**src/rtl/arb_pkg.sv**
```systemverilog
`default_nettype none
// ============================================================================
//  Module      : arb_pkg
//  Description : Shared definitions for the round-robin arbiter: FSM state
//                type and default sizing constants.
//  Contents    : state_t            - arbiter FSM state (IDLE, BUSY)
//                c_WIDTH_DEFAULT    - default number of requesters
//                c_MAX_HOLD_DEFAULT - default ownership timeout in cycles
//  Revision    : 1.0 - initial release
// ============================================================================
package arb_pkg;

  typedef enum logic [0:0] {
    IDLE = 1'b0,
    BUSY = 1'b1
  } state_t;

  localparam int c_WIDTH_DEFAULT    = 4;
  localparam int c_MAX_HOLD_DEFAULT = 16;

endpackage : arb_pkg
`default_nettype wire

```
**src/rtl/round_robin_arbiter_if.sv**
```systemverilog
`default_nettype none
// ============================================================================
//  Module      : round_robin_arbiter_if
//  Description : Request/grant bundle between requesters and the arbiter.
//  Signals     : req       - per-requester request level
//                done      - single-cycle release pulse from current owner
//                gnt       - one-hot grant, zero when no owner
//                gnt_valid - high while any gnt bit is set
//                gnt_id    - binary index of owner, 0 when idle
//  Modports    : master - requester side (drives req/done)
//                slave  - arbiter side (drives gnt/gnt_valid/gnt_id)
//  Revision    : 1.0 - initial release
// ============================================================================
interface round_robin_arbiter_if
  import arb_pkg::*;
#(
  parameter int WIDTH = c_WIDTH_DEFAULT
) ();

  localparam int IW = $clog2(WIDTH);

  logic [WIDTH-1:0] req;
  logic             done;
  logic [WIDTH-1:0] gnt;
  logic             gnt_valid;
  logic [IW-1:0]    gnt_id;

  modport master (
    output req,
    output done,
    input  gnt,
    input  gnt_valid,
    input  gnt_id
  );

  modport slave (
    input  req,
    input  done,
    output gnt,
    output gnt_valid,
    output gnt_id
  );

endinterface : round_robin_arbiter_if
`default_nettype wire

```
**src/rtl/lsb_priority_enc.sv**
```systemverilog
`default_nettype none
// ============================================================================
//  Module      : lsb_priority_enc
//  Description : Lowest-set-bit priority encoder with one-hot output.
//  Ports       : i_vec    - input request vector
//                o_onehot - one-hot copy of the lowest set bit of i_vec
//                o_found  - high when i_vec has any bit set
//  Revision    : 1.0 - initial release
// ============================================================================
module lsb_priority_enc #(
  parameter int WIDTH = 4
) (
  input  wire logic [WIDTH-1:0] i_vec,
  output logic      [WIDTH-1:0] o_onehot,
  output logic                  o_found
);

  // Two's-complement trick: v & -v isolates the lowest set bit.
  assign o_onehot = i_vec & (~i_vec + WIDTH'(1));
  assign o_found  = |i_vec;

endmodule : lsb_priority_enc
`default_nettype wire

```
**src/rtl/round_robin_arbiter.sv**
```systemverilog
`default_nettype none
// ============================================================================
//  Module      : round_robin_arbiter
//  Description : Round-robin arbiter with registered one-hot grant. A grant
//                is held until the owner pulses done or drops its request;
//                a dead cycle always separates consecutive grants.
//  Ports       : clk - clock, rising edge
//                rst - synchronous active-high reset
//                bus - round_robin_arbiter_if.slave (req, done, gnt,
//                      gnt_valid, gnt_id)
//  Parameters  : WIDTH    - number of requesters (2..32)
//                MAX_HOLD - ownership timeout in cycles
//  Config      : `define RR_ARB_TIMEOUT_EN to add a hold counter that forces
//                a release after MAX_HOLD cycles of ownership.
//  Revision    : 1.0 - initial release
// ============================================================================
module round_robin_arbiter
  import arb_pkg::*;
#(
  parameter int WIDTH    = c_WIDTH_DEFAULT,
  parameter int MAX_HOLD = c_MAX_HOLD_DEFAULT
) (
  input wire logic              clk,
  input wire logic              rst,
  round_robin_arbiter_if.slave  bus
);

  localparam int IW = $clog2(WIDTH);

  if (WIDTH < 2 || WIDTH > 32) begin : g_bad_width
    $error("round_robin_arbiter: WIDTH must be in 2..32");
  end
  if (MAX_HOLD < 1) begin : g_bad_hold
    $error("round_robin_arbiter: MAX_HOLD must be at least 1");
  end

  state_t           r_state, w_state_nxt;
  logic [WIDTH-1:0] r_gnt, w_gnt_nxt;
  logic [IW-1:0]    r_id, w_id_nxt;
  logic             r_valid, w_valid_nxt;
  logic [IW-1:0]    r_ptr, w_ptr_nxt;

  logic [WIDTH-1:0] w_above;
  logic [WIDTH-1:0] w_masked;
  logic [WIDTH-1:0] w_oh_m, w_oh_u, w_win_oh;
  logic             w_found_m, w_found_u;
  logic [IW-1:0]    w_win_id;
  logic             w_release;

  // Bit g is eligible in the masked pass only if it sits strictly above the
  // previous owner, which is what rotates priority.
  for (genvar g = 0; g < WIDTH; g++) begin : g_mask
    assign w_above[g] = (int'(r_ptr) < g);
  end

  assign w_masked = bus.req & w_above;

  lsb_priority_enc #(.WIDTH(WIDTH)) u_enc_masked (
    .i_vec    (w_masked),
    .o_onehot (w_oh_m),
    .o_found  (w_found_m)
  );

  lsb_priority_enc #(.WIDTH(WIDTH)) u_enc_unmasked (
    .i_vec    (bus.req),
    .o_onehot (w_oh_u),
    .o_found  (w_found_u)
  );

  // Nothing above the pointer: wrap to the lowest requester overall.
  assign w_win_oh = w_found_m ? w_oh_m : w_oh_u;

  always_comb begin
    w_win_id = '0;
    for (int i = 0; i < WIDTH; i++) begin
      if (w_win_oh[i]) w_win_id = IW'(i);
    end
  end

`ifdef RR_ARB_TIMEOUT_EN
  localparam int HW = $clog2(MAX_HOLD + 1);

  logic [HW-1:0] r_hold, w_hold_nxt;
  logic          w_timeout;

  // r_hold counts completed BUSY cycles, so hitting MAX_HOLD-1 here means
  // this edge closes the MAX_HOLD-th cycle of ownership.
  assign w_timeout = (r_hold == HW'(MAX_HOLD - 1));
  assign w_release = bus.done || !bus.req[r_id] || w_timeout;

  always_ff @(posedge clk) begin
    if (rst) r_hold <= '0;
    else     r_hold <= w_hold_nxt;
  end

  always_comb begin
    w_hold_nxt = r_hold;
    if (r_state == IDLE)  w_hold_nxt = '0;
    else if (!w_timeout)  w_hold_nxt = r_hold + HW'(1);
  end
`else
  assign w_release = bus.done || !bus.req[r_id];
`endif

  always_ff @(posedge clk) begin
    if (rst) begin
      r_state <= IDLE;
      r_gnt   <= '0;
      r_id    <= '0;
      r_valid <= 1'b0;
      r_ptr   <= IW'(WIDTH - 1);
    end else begin
      r_state <= w_state_nxt;
      r_gnt   <= w_gnt_nxt;
      r_id    <= w_id_nxt;
      r_valid <= w_valid_nxt;
      r_ptr   <= w_ptr_nxt;
    end
  end

  always_comb begin
    w_state_nxt = r_state;
    w_gnt_nxt   = r_gnt;
    w_id_nxt    = r_id;
    w_valid_nxt = r_valid;
    w_ptr_nxt   = r_ptr;
    unique case (r_state)
      IDLE: begin
        // done is meaningless without an owner and is ignored here.
        if (w_found_u) begin
          w_state_nxt = BUSY;
          w_gnt_nxt   = w_win_oh;
          w_id_nxt    = w_win_id;
          w_valid_nxt = 1'b1;
          w_ptr_nxt   = w_win_id;
        end
      end
      BUSY: begin
        // Returning to IDLE with gnt cleared creates the dead cycle.
        if (w_release) begin
          w_state_nxt = IDLE;
          w_gnt_nxt   = '0;
          w_id_nxt    = '0;
          w_valid_nxt = 1'b0;
        end
      end
      default: begin
        w_state_nxt = IDLE;
        w_gnt_nxt   = '0;
        w_id_nxt    = '0;
        w_valid_nxt = 1'b0;
      end
    endcase
  end

  assign bus.gnt       = r_gnt;
  assign bus.gnt_id    = r_id;
  assign bus.gnt_valid = r_valid;

endmodule : round_robin_arbiter
`default_nettype wire

```
**src/flat_wrapper.sv**
```systemverilog
// flat-port wrapper written by rule: the top's interface ports become plain ports
module round_robin_arbiter_flat import arb_pkg::*;
#(
  parameter int WIDTH    = c_WIDTH_DEFAULT,
  parameter int MAX_HOLD = c_MAX_HOLD_DEFAULT
)
  (clk, rst, bus_req, bus_done, bus_gnt, bus_gnt_valid, bus_gnt_id);
  round_robin_arbiter_if #(.WIDTH(WIDTH)) bus_i ();
  input wire logic clk;
  input wire logic rst;
  input wire logic [$bits(bus_i.req)-1:0] bus_req;
  input wire logic [$bits(bus_i.done)-1:0] bus_done;
  output wire logic [$bits(bus_i.gnt)-1:0] bus_gnt;
  output wire logic [$bits(bus_i.gnt_valid)-1:0] bus_gnt_valid;
  output wire logic [$bits(bus_i.gnt_id)-1:0] bus_gnt_id;
  assign bus_i.req = bus_req;
  assign bus_i.done = bus_done;
  assign bus_gnt = bus_i.gnt;
  assign bus_gnt_valid = bus_i.gnt_valid;
  assign bus_gnt_id = bus_i.gnt_id;
  round_robin_arbiter #(.WIDTH(WIDTH), .MAX_HOLD(MAX_HOLD)) u_core (.clk(clk), .rst(rst), .bus(bus_i));
endmodule
```
**config.mk**
```make
export PLATFORM = sky130hd
export DESIGN_NAME = round_robin_arbiter_flat
export DESIGN_NICKNAME = d
export VERILOG_FILES = /design/src/rtl/arb_pkg.sv /design/src/rtl/round_robin_arbiter_if.sv /design/src/rtl/lsb_priority_enc.sv /design/src/rtl/round_robin_arbiter.sv /design/src/flat_wrapper.sv
export SDC_FILE = /design/constraint.sdc
export NUM_CORES = 1
export LEC_CHECK = 0
export BUFFER_PORTS_ARGS = -buffer_cell sky130_fd_sc_hd__buf_2
export CAP_MARGIN = 20
export CELL_PAD_IN_SITES_DETAIL_PLACEMENT = 1
export CELL_PAD_IN_SITES_GLOBAL_PLACEMENT = 1
export CORE_UTILIZATION = 38
export DETAILED_ROUTE_END_ITERATION = 8
export PLACE_DENSITY = 0.75
export SLEW_MARGIN = 20
export SYNTH_ARGS = -nofsm -noshare
export SYNTH_HDL_FRONTEND = slang
export SYNTH_HIERARCHICAL = 1
export SYNTH_SLANG_ARGS = --single-unit
```
**constraint.sdc**
```tcl
create_clock -name clk -period 2.16 [get_ports clk]
set_input_delay 0.108 -clock clk [delete_from_list [all_inputs] [get_ports clk]]
set_output_delay 0.108 -clock clk [all_outputs]
set_load 0.01 [all_outputs]
```
# After elaboration in Yosys (flattened, before gate mapping)
# Index checks and enable logic that the tools add are counted.
[classes]
addsub = 2
n_lt_le_gt_ge = 4
eq_ne = 2
muxes = 18
n_bitwise = 6
reduce_logical = 6
[ops]
columns = ["cell", "n"]
rows = [
  ["$and A4 B4 Y4", 3],
  ["$mux W4", 3],
  ["$add A4 B1 Y4 const B", 2],
  ["$mux W2", 4],
  ["$not A4 Y4", 2],
  ["$pmux W4 S2", 1],
  ["$reduce_or A4 Y1", 2],
  ["$mux W1", 6],
  ["$lt A2 B2 Y1 const B", 2],
  ["$ne A2 B2 Y1 const B", 2],
  ["$pmux W1 S2", 2],
  ["$pmux W2 S2", 1],
  ["$reduce_and A2 Y1", 2],
  ["$lt A2 B3 Y1 const B", 1],
  ["$bmux W1 S2", 1],
  ["$lt A2 B1 Y1 const B", 1],
  ["$logic_not A1 Y1", 1],
  ["$logic_or A1 B1 Y1", 1],
  ["$not A1 Y1", 1],
]
[totals]
regBits = 10
input_bits = 7
out_inout_bits = 7
elab_cells = 43

# Logic depth before layout (Yosys ltp)
# Gate-level depths: netlist (run 1).
[depth]
depth_word = 11
depth_mapped = 7
mapped_depth_nobuf = 6

# By module
# The synthesis (run 1) kept the hierarchy.
[modules_own_cells]
columns = ["mod", "n_inst", "cells_per_inst", "area_each_um2", "seq_area_each_um2"]
rows = [
  ["round_robin_arbiter", 1, 53, 524.3, 200.2],
  ["lsb_priority_enc", 2, 5, 40.0, 0.0],
]

# Worst setup path after synthesis (run 1)
# No wires, ideal clock.
[synth_timing]
kind = "reg-to-reg"
start = "register u_core.r_ptr[1]"
end = "register u_core.r_ptr[1]"
setup_ps = 124
t_arrival_ps = 1704
required_ps = 2036
setup_slack_ps = 332
path_stages_with_launch = 7
path_buffers = 1
synth_period_minus_slack_ps = 1828
cell_sequence = "dfxtp_1 -> nor3b_1 -> or4_1 -> clkbuf_2 -> mux2i_1 -> nor2_1 -> a2111o_1"
[synth_between]
word_cells_on_any_way = 11
classes_between = "add/sub: 1; order compare: 3; mux: 3; bitwise: 3; reduce/logical: 1"
[synth_rtl]
columns = ["element", "line_no", "text"]
rows = [
  ["start: declaration", "round_robin_arbiter.sv:41", "logic [IW-1:0] r_ptr, w_ptr_nxt;"],
  ["start signal: assignment", "round_robin_arbiter.sv:111", "r_ptr <= IW'(WIDTH - 1);"],
  ["start signal: assignment", "round_robin_arbiter.sv:117", "r_ptr <= w_ptr_nxt;"],
  ["$lt A2 B1 Y1 (*)", "round_robin_arbiter.sv:53", "assign w_above[g] = (int'(r_ptr) < g);"],
  ["$and A4 B4 Y4 (*)", "round_robin_arbiter.sv:56", "assign w_masked = bus.req & w_above;"],
  ["named net u_core.w_masked[1]", "round_robin_arbiter.sv:44", "logic [WIDTH-1:0] w_masked;"],
  ["$reduce_or A4 Y1 (*)", "lsb_priority_enc.sv:20", "assign o_found = |i_vec;"],
  ["named net u_core.w_found_m", "round_robin_arbiter.sv:46", "logic w_found_m, w_found_u;"],
  ["$mux W4 (*)", "round_robin_arbiter.sv:71", "assign w_win_oh = w_found_m ? w_oh_m : w_oh_u;"],
  ["$mux W2", "round_robin_arbiter.sv:76", "if (w_win_oh[i]) w_win_id = IW'(i);"],
  ["$mux W2 (*)", "round_robin_arbiter.sv:76", ""],
]
# Mark *: on every way through the listed nets, which the timed path passes. The rest lies on a longest branch.
# A chain may end at the register's enable or synchronous reset.

# Worst setup path in the final report (run 1)
# Same ends and word-level chain as after synthesis.

==> impl_metrics.csv, run 1 <==
group,metric,value,unit
flow_run,timing.max_cap.violations,0,
logic_synthesis,synth.cell_area,604,µm²
cells_and_area,finish.cell_count_without_fillers,95,
setup_path,setup.worst_path.start,"u_core/r_ptr[1]",
setup_path,worst-setup-path-type,"register to register",
sta,fmaxAchievable,480,MHz
setup_path,timing.rr.start,"u_core/r_ptr[1]",
logic_synthesis,yosys_warnings,6,
grt,globalRouteTotalUtil,18.5,%
drt,route.vias.total,525,
placement,numPlacedInstances,91,
clock_network,ctsHtreeMaxLevel,1,
power,pwr-share-clk,34.6,%
logic_synthesis,asyncSetResetFlopFracSynth,0,%
cells_and_area,final_area,714,µm²
worst_hold_path,timing.hold.worst_endpoint,"u_core/bus.gnt_valid",
setup_path,critPathMaxFanout,4,
power,p_sw,0.123,mW
placement,post_dp_cell_area,674,µm²
placement,buffer_ports.inserted,13,
clock_network,max-clock-path-buffers,2,
die,placement_rows,14,
cells_and_area,syn_to_final_growth,18.2,%
power,share_comb_of_total_power,20.2,%
cells_and_area,final.fill_count,180,
clock_network,cts_tree,"yes",
placement,dp_hpwl,998,µm
logic_synthesis,synth.ff_latch_count,10,
clock_network,cts_inserted_buffers,3,
power,pwr_density_cell,655,mW/mm²
power,pwr-share-seq,45.3,%
power,leakage,0.330,nW
sta,setup_viol,0,
sta,finalMaxSlewViolations,0,
grt,grt_pass1_wl,2420,µm
setup_path,crit_required,2300,ps
sta,final.setup_skew,0.670,ps
clock_network,hold_buffers,0,
cells_and_area,antennaDiodeCount,0,
die,die_y,41.9,µm
power,totalPowerFinal,0.468,mW
die,i_o_pin_total,14,
setup_path,r2r-end,"u_core/r_ptr[1]",
power,sw_frac_of_total,26.2,%
clock_network,ctsRootBufferMaster,"clkbuf_4",
sta,final_min_period_over_clock_period,96.5,%
worst_hold_path,min-delay-path-class,"primary input to register",
setup_path,rr_worst_depth,5,
clock_network,worst_skew_pair.late_latency,260,ps
setup_path,timing.reg2reg.setup_slack,80,ps
cells_and_area,final_layout_size_suffix_gt1_share,35.4,%
sta,period_needed,2080,ps
die,floorplan.die_area,0.00175,mm²
drt,first_iter_violations,2,
sta,timing.setup.tns,0,ps
logic_synthesis,mean_instance_size_in_the_synthesized_netlist,9.59,µm²
logic_synthesis,main_synth_ff_type,"dfxtp_1",
clock_network,cts_num_sinks,10,
logic_synthesis,synth_sequential_area_ratio,33.1,%
die,core_area,0.00149,mm²
worst_hold_path,hold_path_depth,3,
setup_path,end_kind,"register",
logic_synthesis,synth_edf_count,0,
drt,viasPerCell,5.53,
logic_synthesis,synth.lib_cells_used.distinct,31,
setup_path,timing.critical_path.arrival,2220,ps
drt,routedWlPerCell,14.6,µm
clock_network,clk_pin_slew,60,ps
power,power.internal,0.346,mW
die,floorplan.initialDensity,40.6,%
cells_and_area,layout.nets,87,
die,die_x,41.9,µm
setup_path,startpoint_type,"register",
grt,largest_net_degree_at_the_start_of_global_routing,11,
grt,globalRoute.totalOverflow,0,
worst_hold_path,hp-start,"bus_done",
drt,wl,1380,µm
cells_and_area,finalCoreUtilization,48.0,%
sta,rsz_0062_raised_after_global_routing,"false",
grt,initial_antenna_violation_count,0,
logic_synthesis,postSynthCellCount,63,
sta,hold_violations,0,
run_status,run_status,"finished clean",
drt,count_of_nets_left_with_antenna_violations_after_detail_routing,0,
drt,detailedRoute.firstPassIterationCount,2,
grt,via_count_of_the_first_global_routing_pass,598,
power,vdd_drop_max,0.517,mV
placement,place.gp.congestion,0.739,
drt,route.detailed.drc,0,
[state kept, by name, summed over array words and instances (netlist names)]
register,flops
u_core/bus.gnt,4
u_core/bus.gnt_id,2
u_core/r_ptr,2
u_core/bus.gnt_valid,1
u_core/r_state,1
[stage by stage]
| stage | hold slack [ps] | worst slack [ps] |
|---|---|---|
| final | 160 | 76.3 |
| after floorplan | 302 | 332 |
| after detailed placement | 433 | 138 |
| after global placement | 418 | 233 |
| after CTS | 158 | 71.1 |
| after global routing | 170 | 20.9 |
[worst max-delay path by stage]
stage / endpoint / slack [ps] / cells after the start
6_report: u_core/r_ptr[1] / 80 / 5
3_5_place_dp: u_core/r_ptr[1] / 140 / 5
3_3_place_gp: u_core/r_ptr[1] / 230 / 5
2_1_floorplan: u_core/r_ptr[1] / 330 / 6
5_1_grt: u_core/r_ptr[1] / 20 / 5
4_1_cts: u_core/r_ptr[1] / 70 / 5
[critical path, stage by stage, from the launching register on]
cell and delay, ps:
dfxtp_1 390, nor3b_1 110, or4_1 660, mux2i_2 340
nor2_1 110, a2111o_1 370
[layout by cell type (no fill, tap or decap), types with 3 or more instances in the layout]
cell type	instances
mux2i_1	3
nor3b_1	4
a21oi_1	3
nor2_1	5
conb_1	5
clkbuf_4	3
dfxtp_1	10
buf_2	13
[cells by family (layout without fill, tap and decap cells)]
kind of cell | count (synthesis) | in the layout | synth area share (%)
simple gates | 23 | 23 | 24.4
compound gates | 15 | 15 | 20.3
flops | 10 | 10 | 33.1
mux | 7 | 7 | 15.3
buf+inv | 7 | 19 | 6.21
other cells | 1 | 5 | 0.621
[metal layers]
metal	routed length [µm]	GRT usage (%)
met2	698	32.8
met3	52	7.83
met5	0	0
met1	634	20.3
met4	0	3.87
[final cells by class]
| cell class | count | area, µm² | share of cell area, % |
|---|---|---|---|
| Sequential cell | 10 | 200 | 28.0 |
| Tap cell | 16 | 20.0 | 2.80 |
| Timing Repair Buffer | 13 | 65.1 | 9.11 |
| Multi-Input combinational cell | 50 | 385 | 53.9 |
| Inverter | 2 | 7.51 | 1.05 |
| Clock buffer | 4 | 36.3 | 5.08 |
[power groups by stage]
stage	sequential [mW]	combinational (mW)	clock, mW
after floorplan	0.217	0.0651	0
after global placement	0.215	0.0888	0
after detailed placement	0.216	0.0910	0
after CTS	0.212	0.0925	0.169
after global routing	0.214	0.104	0.182
final	0.212	0.0945	0.162
[Yosys cell counts (all sizes together), types with 2 or more instances]
library cell   n  area share, %
a211oi         2            2.5
nor4b          2            2.9
nor3           2            1.7
nor2           5            3.1
a21oi          4            3.9
mux2           2            4.3
nand2b         2            2.1
a21o           2            2.9
and2b          2            2.9
inv            2            1.2
dfxtp         10             33
buf            3            3.3
nor3b          4            5.0
clkbuf         2            1.7
or4            2            2.5
mux2i          4            6.6
a22o           2            2.9
[timing repair]
| item | CTS | global route |
|---|---|---|
| setup endpoints to repair | 0 | 1 |
| setup buffers | 0 | 0 |
| gates resized for setup | 0 | 1 |
| endpoints found under the hold margin | 0 | 0 |
Note: power is estimated with default switching activity, not from simulation.
==> run 2, diff against run 1 <==
--- a/config.mk
+++ b/config.mk
@@ -9,9 +9,10 @@
 export CAP_MARGIN = 20
 export CELL_PAD_IN_SITES_DETAIL_PLACEMENT = 1
 export CELL_PAD_IN_SITES_GLOBAL_PLACEMENT = 1
-export CORE_UTILIZATION = 38
+export CORE_UTILIZATION = 34
+export CTS_BUF_LIST = sky130_fd_sc_hd__clkbuf_8 sky130_fd_sc_hd__clkbuf_16
 export DETAILED_ROUTE_END_ITERATION = 8
-export PLACE_DENSITY = 0.75
+export PLACE_DENSITY = 0.71
 export SLEW_MARGIN = 20
 export SYNTH_ARGS = -nofsm -noshare
 export SYNTH_HDL_FRONTEND = slang
==> constraint.sdc (replaced) <==
create_clock -name clk -period 1.9 [get_ports clk]
set_input_delay 0.095 -clock clk [delete_from_list [all_inputs] [get_ports clk]]
set_output_delay 0.095 -clock clk [all_outputs]
set_load 0.01 [all_outputs]
==> impl_metrics.csv, run 2 (synthesis gave the netlist of run 1 again) <==
group,metric,value,unit
die,die_x,44.2,µm
placement,buffer_ports.inserted,13,
cells_and_area,final_area,764,µm²
cells_and_area,layout.cells.most_common,"buf_2",
clock_network,cts_num_sinks,10,
flow_run,timing.max_cap.violations,0,
setup_path,timing.rr.start,"u_core/r_ptr[1]",
clock_network,ctsHtreeMaxLevel,1,
clock_network,cts_repair_resized_insts,3,
sta,hold_violations,0,
power,vdd_drop_max,0.512,mV
sta,final.setup_skew,0.885,ps
sta,finalMaxSlewViolations,0,
sta,setup_viol,0,
die,placement_rows,14,
setup_path,crit_required,2010,ps
clock_network,clk_pin_slew,40,ps
power,leakage,0.353,nW
setup_path,startpoint_type,"register",
cells_and_area,final_layout_size_suffix_gt1_share,43.9,%
cells_and_area,antennaDiodeCount,0,
setup_path,r2r-end,"u_core/r_ptr[1]",
clock_network,ctsRootBufferMaster,"clkbuf_8",
setup_path,critPathMaxFanout,4,
setup_path,rr_worst_depth,5,
cells_and_area,mostFrequentLayoutCells,"buf_2, dfxtp_1, nor2_1, conb_1, buf_4",
placement,place.gp.congestion,0.776,
clock_network,worst_skew_pair.late_latency,230,ps
grt,globalRouteTotalUtil,17.3,%
clock_network,cts_inserted_buffers,3,
sta,timing.setup.tns,0,ps
worst_hold_path,timing.hold.worst_endpoint,"u_core/bus.gnt_id[1]",
worst_hold_path,hp-start,"rst",
setup_path,timing.reg2reg.setup_slack,90,ps
die,floorplan.die_area,0.00195,mm²
placement,place_ws,-54.0,ps
grt,globalRoute.totalOverflow,0,
drt,routedWlPerCell,14.1,µm
drt,first_iter_violations,4,
setup_path,timing.critical_path.arrival,1920,ps
cells_and_area,finish.cell_count_without_fillers,98,
sta,worst_slack,86.0,ps
die,core_area,0.00158,mm²
die,die_y,44.2,µm
drt,count_of_nets_left_with_antenna_violations_after_detail_routing,0,
drt,route.detailed.drc,0,
placement,dp_hpwl,1080,µm
sta,period_needed,1810,ps
die,floorplan.initialDensity,38.3,%
placement,numPlacedInstances,95,
clock_network,hold_buffers,0,
sta,fmaxAchievable,551,MHz
drt,viasPerCell,5.52,
cells_and_area,largest_register_ff_count,4,
worst_hold_path,min-delay-path-class,"primary input to register",
die,i_o_pin_total,14,
cells_and_area,syn_to_final_growth,26.5,%
worst_hold_path,hold_path_depth,2,
drt,detailedRoute.firstPassIterationCount,5,
sta,rsz_0062_raised_after_global_routing,"false",
placement,post_dp_cell_area,704,µm²
clock_network,cts_tree,"yes",
sta,final_min_period_over_clock_period,95.5,%
grt,largest_net_degree_at_the_start_of_global_routing,11,
drt,route.vias.total,541,
clock_network,max-clock-path-buffers,2,
drt,wl,1380,µm
power,pwr_density_cell,754,mW/mm²
grt,initial_antenna_violation_count,0,
setup_path,end_kind,"register",
clock_network,post-cts-setup-buffer-count,0,
power,totalPowerFinal,0.577,mW
run_status,run_status,"finished clean",
cells_and_area,layout.nets,91,
grt,via_count_of_the_first_global_routing_pass,568,
setup_path,worst-setup-path-type,"register to register",
grt,grt_pass1_wl,2480,µm
==> run 2: changes by cell type in the layout (fill, tap and decap cells not counted), sizes merged <==
cell,delta
buf,+4
clkbuf,-1
==> run 2: critical path, stage by stage (launching register included) <==
cell	delay (ps)
dfxtp_2	360
nor3b_2	80
or4_4	550
mux2i_1	180
nor2_1	120
a2111o_1	400
==> run 2: area by class of cell <==
type                            count  area, µm²
Fill cell                         198        812
Multi-Input combinational cell     50        398
Sequential cell                    10        203
Timing Repair Buffer               17       95.1
Clock buffer                        3       41.3
Tap cell                           16       20.0
Inverter                            2       7.51
==> run 2: through the flow <==
step	hold slack [ps]	util [%]
after CTS	175	48.0
after floorplan	289	-
after global placement	406	44.7
final	175	48.5
after detailed placement	412	44.7
after global routing	194	48.5
==> run 2: per-layer routing <==
metal	part of all wire [%]	global-route usage [%]
met1	45	19.6
met4	0	1.82
met3	3.8	7.35
met2	51	31.2
met5	0	0
==> run 2: worst max path at each step <==
stage,endpoint,depth (start not counted),slack (ps),startpoint
floorplan,u_core/r_ptr[1],6,70,u_core/r_ptr[1]
global placement,u_core/bus.gnt_id[0],7,-40,u_core/r_ptr[1]
detailed placement,u_core/bus.gnt_id[0],7,-50,u_core/r_ptr[1]
CTS,u_core/r_ptr[1],5,20,u_core/r_ptr[0]
global route,u_core/bus.gnt_id[0],7,6,u_core/r_ptr[0]
finish,u_core/r_ptr[1],5,90,u_core/r_ptr[1]
==> run 2: report_power, final <==
group,switching [mW],internal [mW]
Sequential,0.0154,0.228
Clock,0.0746,0.138
Combinational,0.0586,0.0616
Total,0.149,0.428
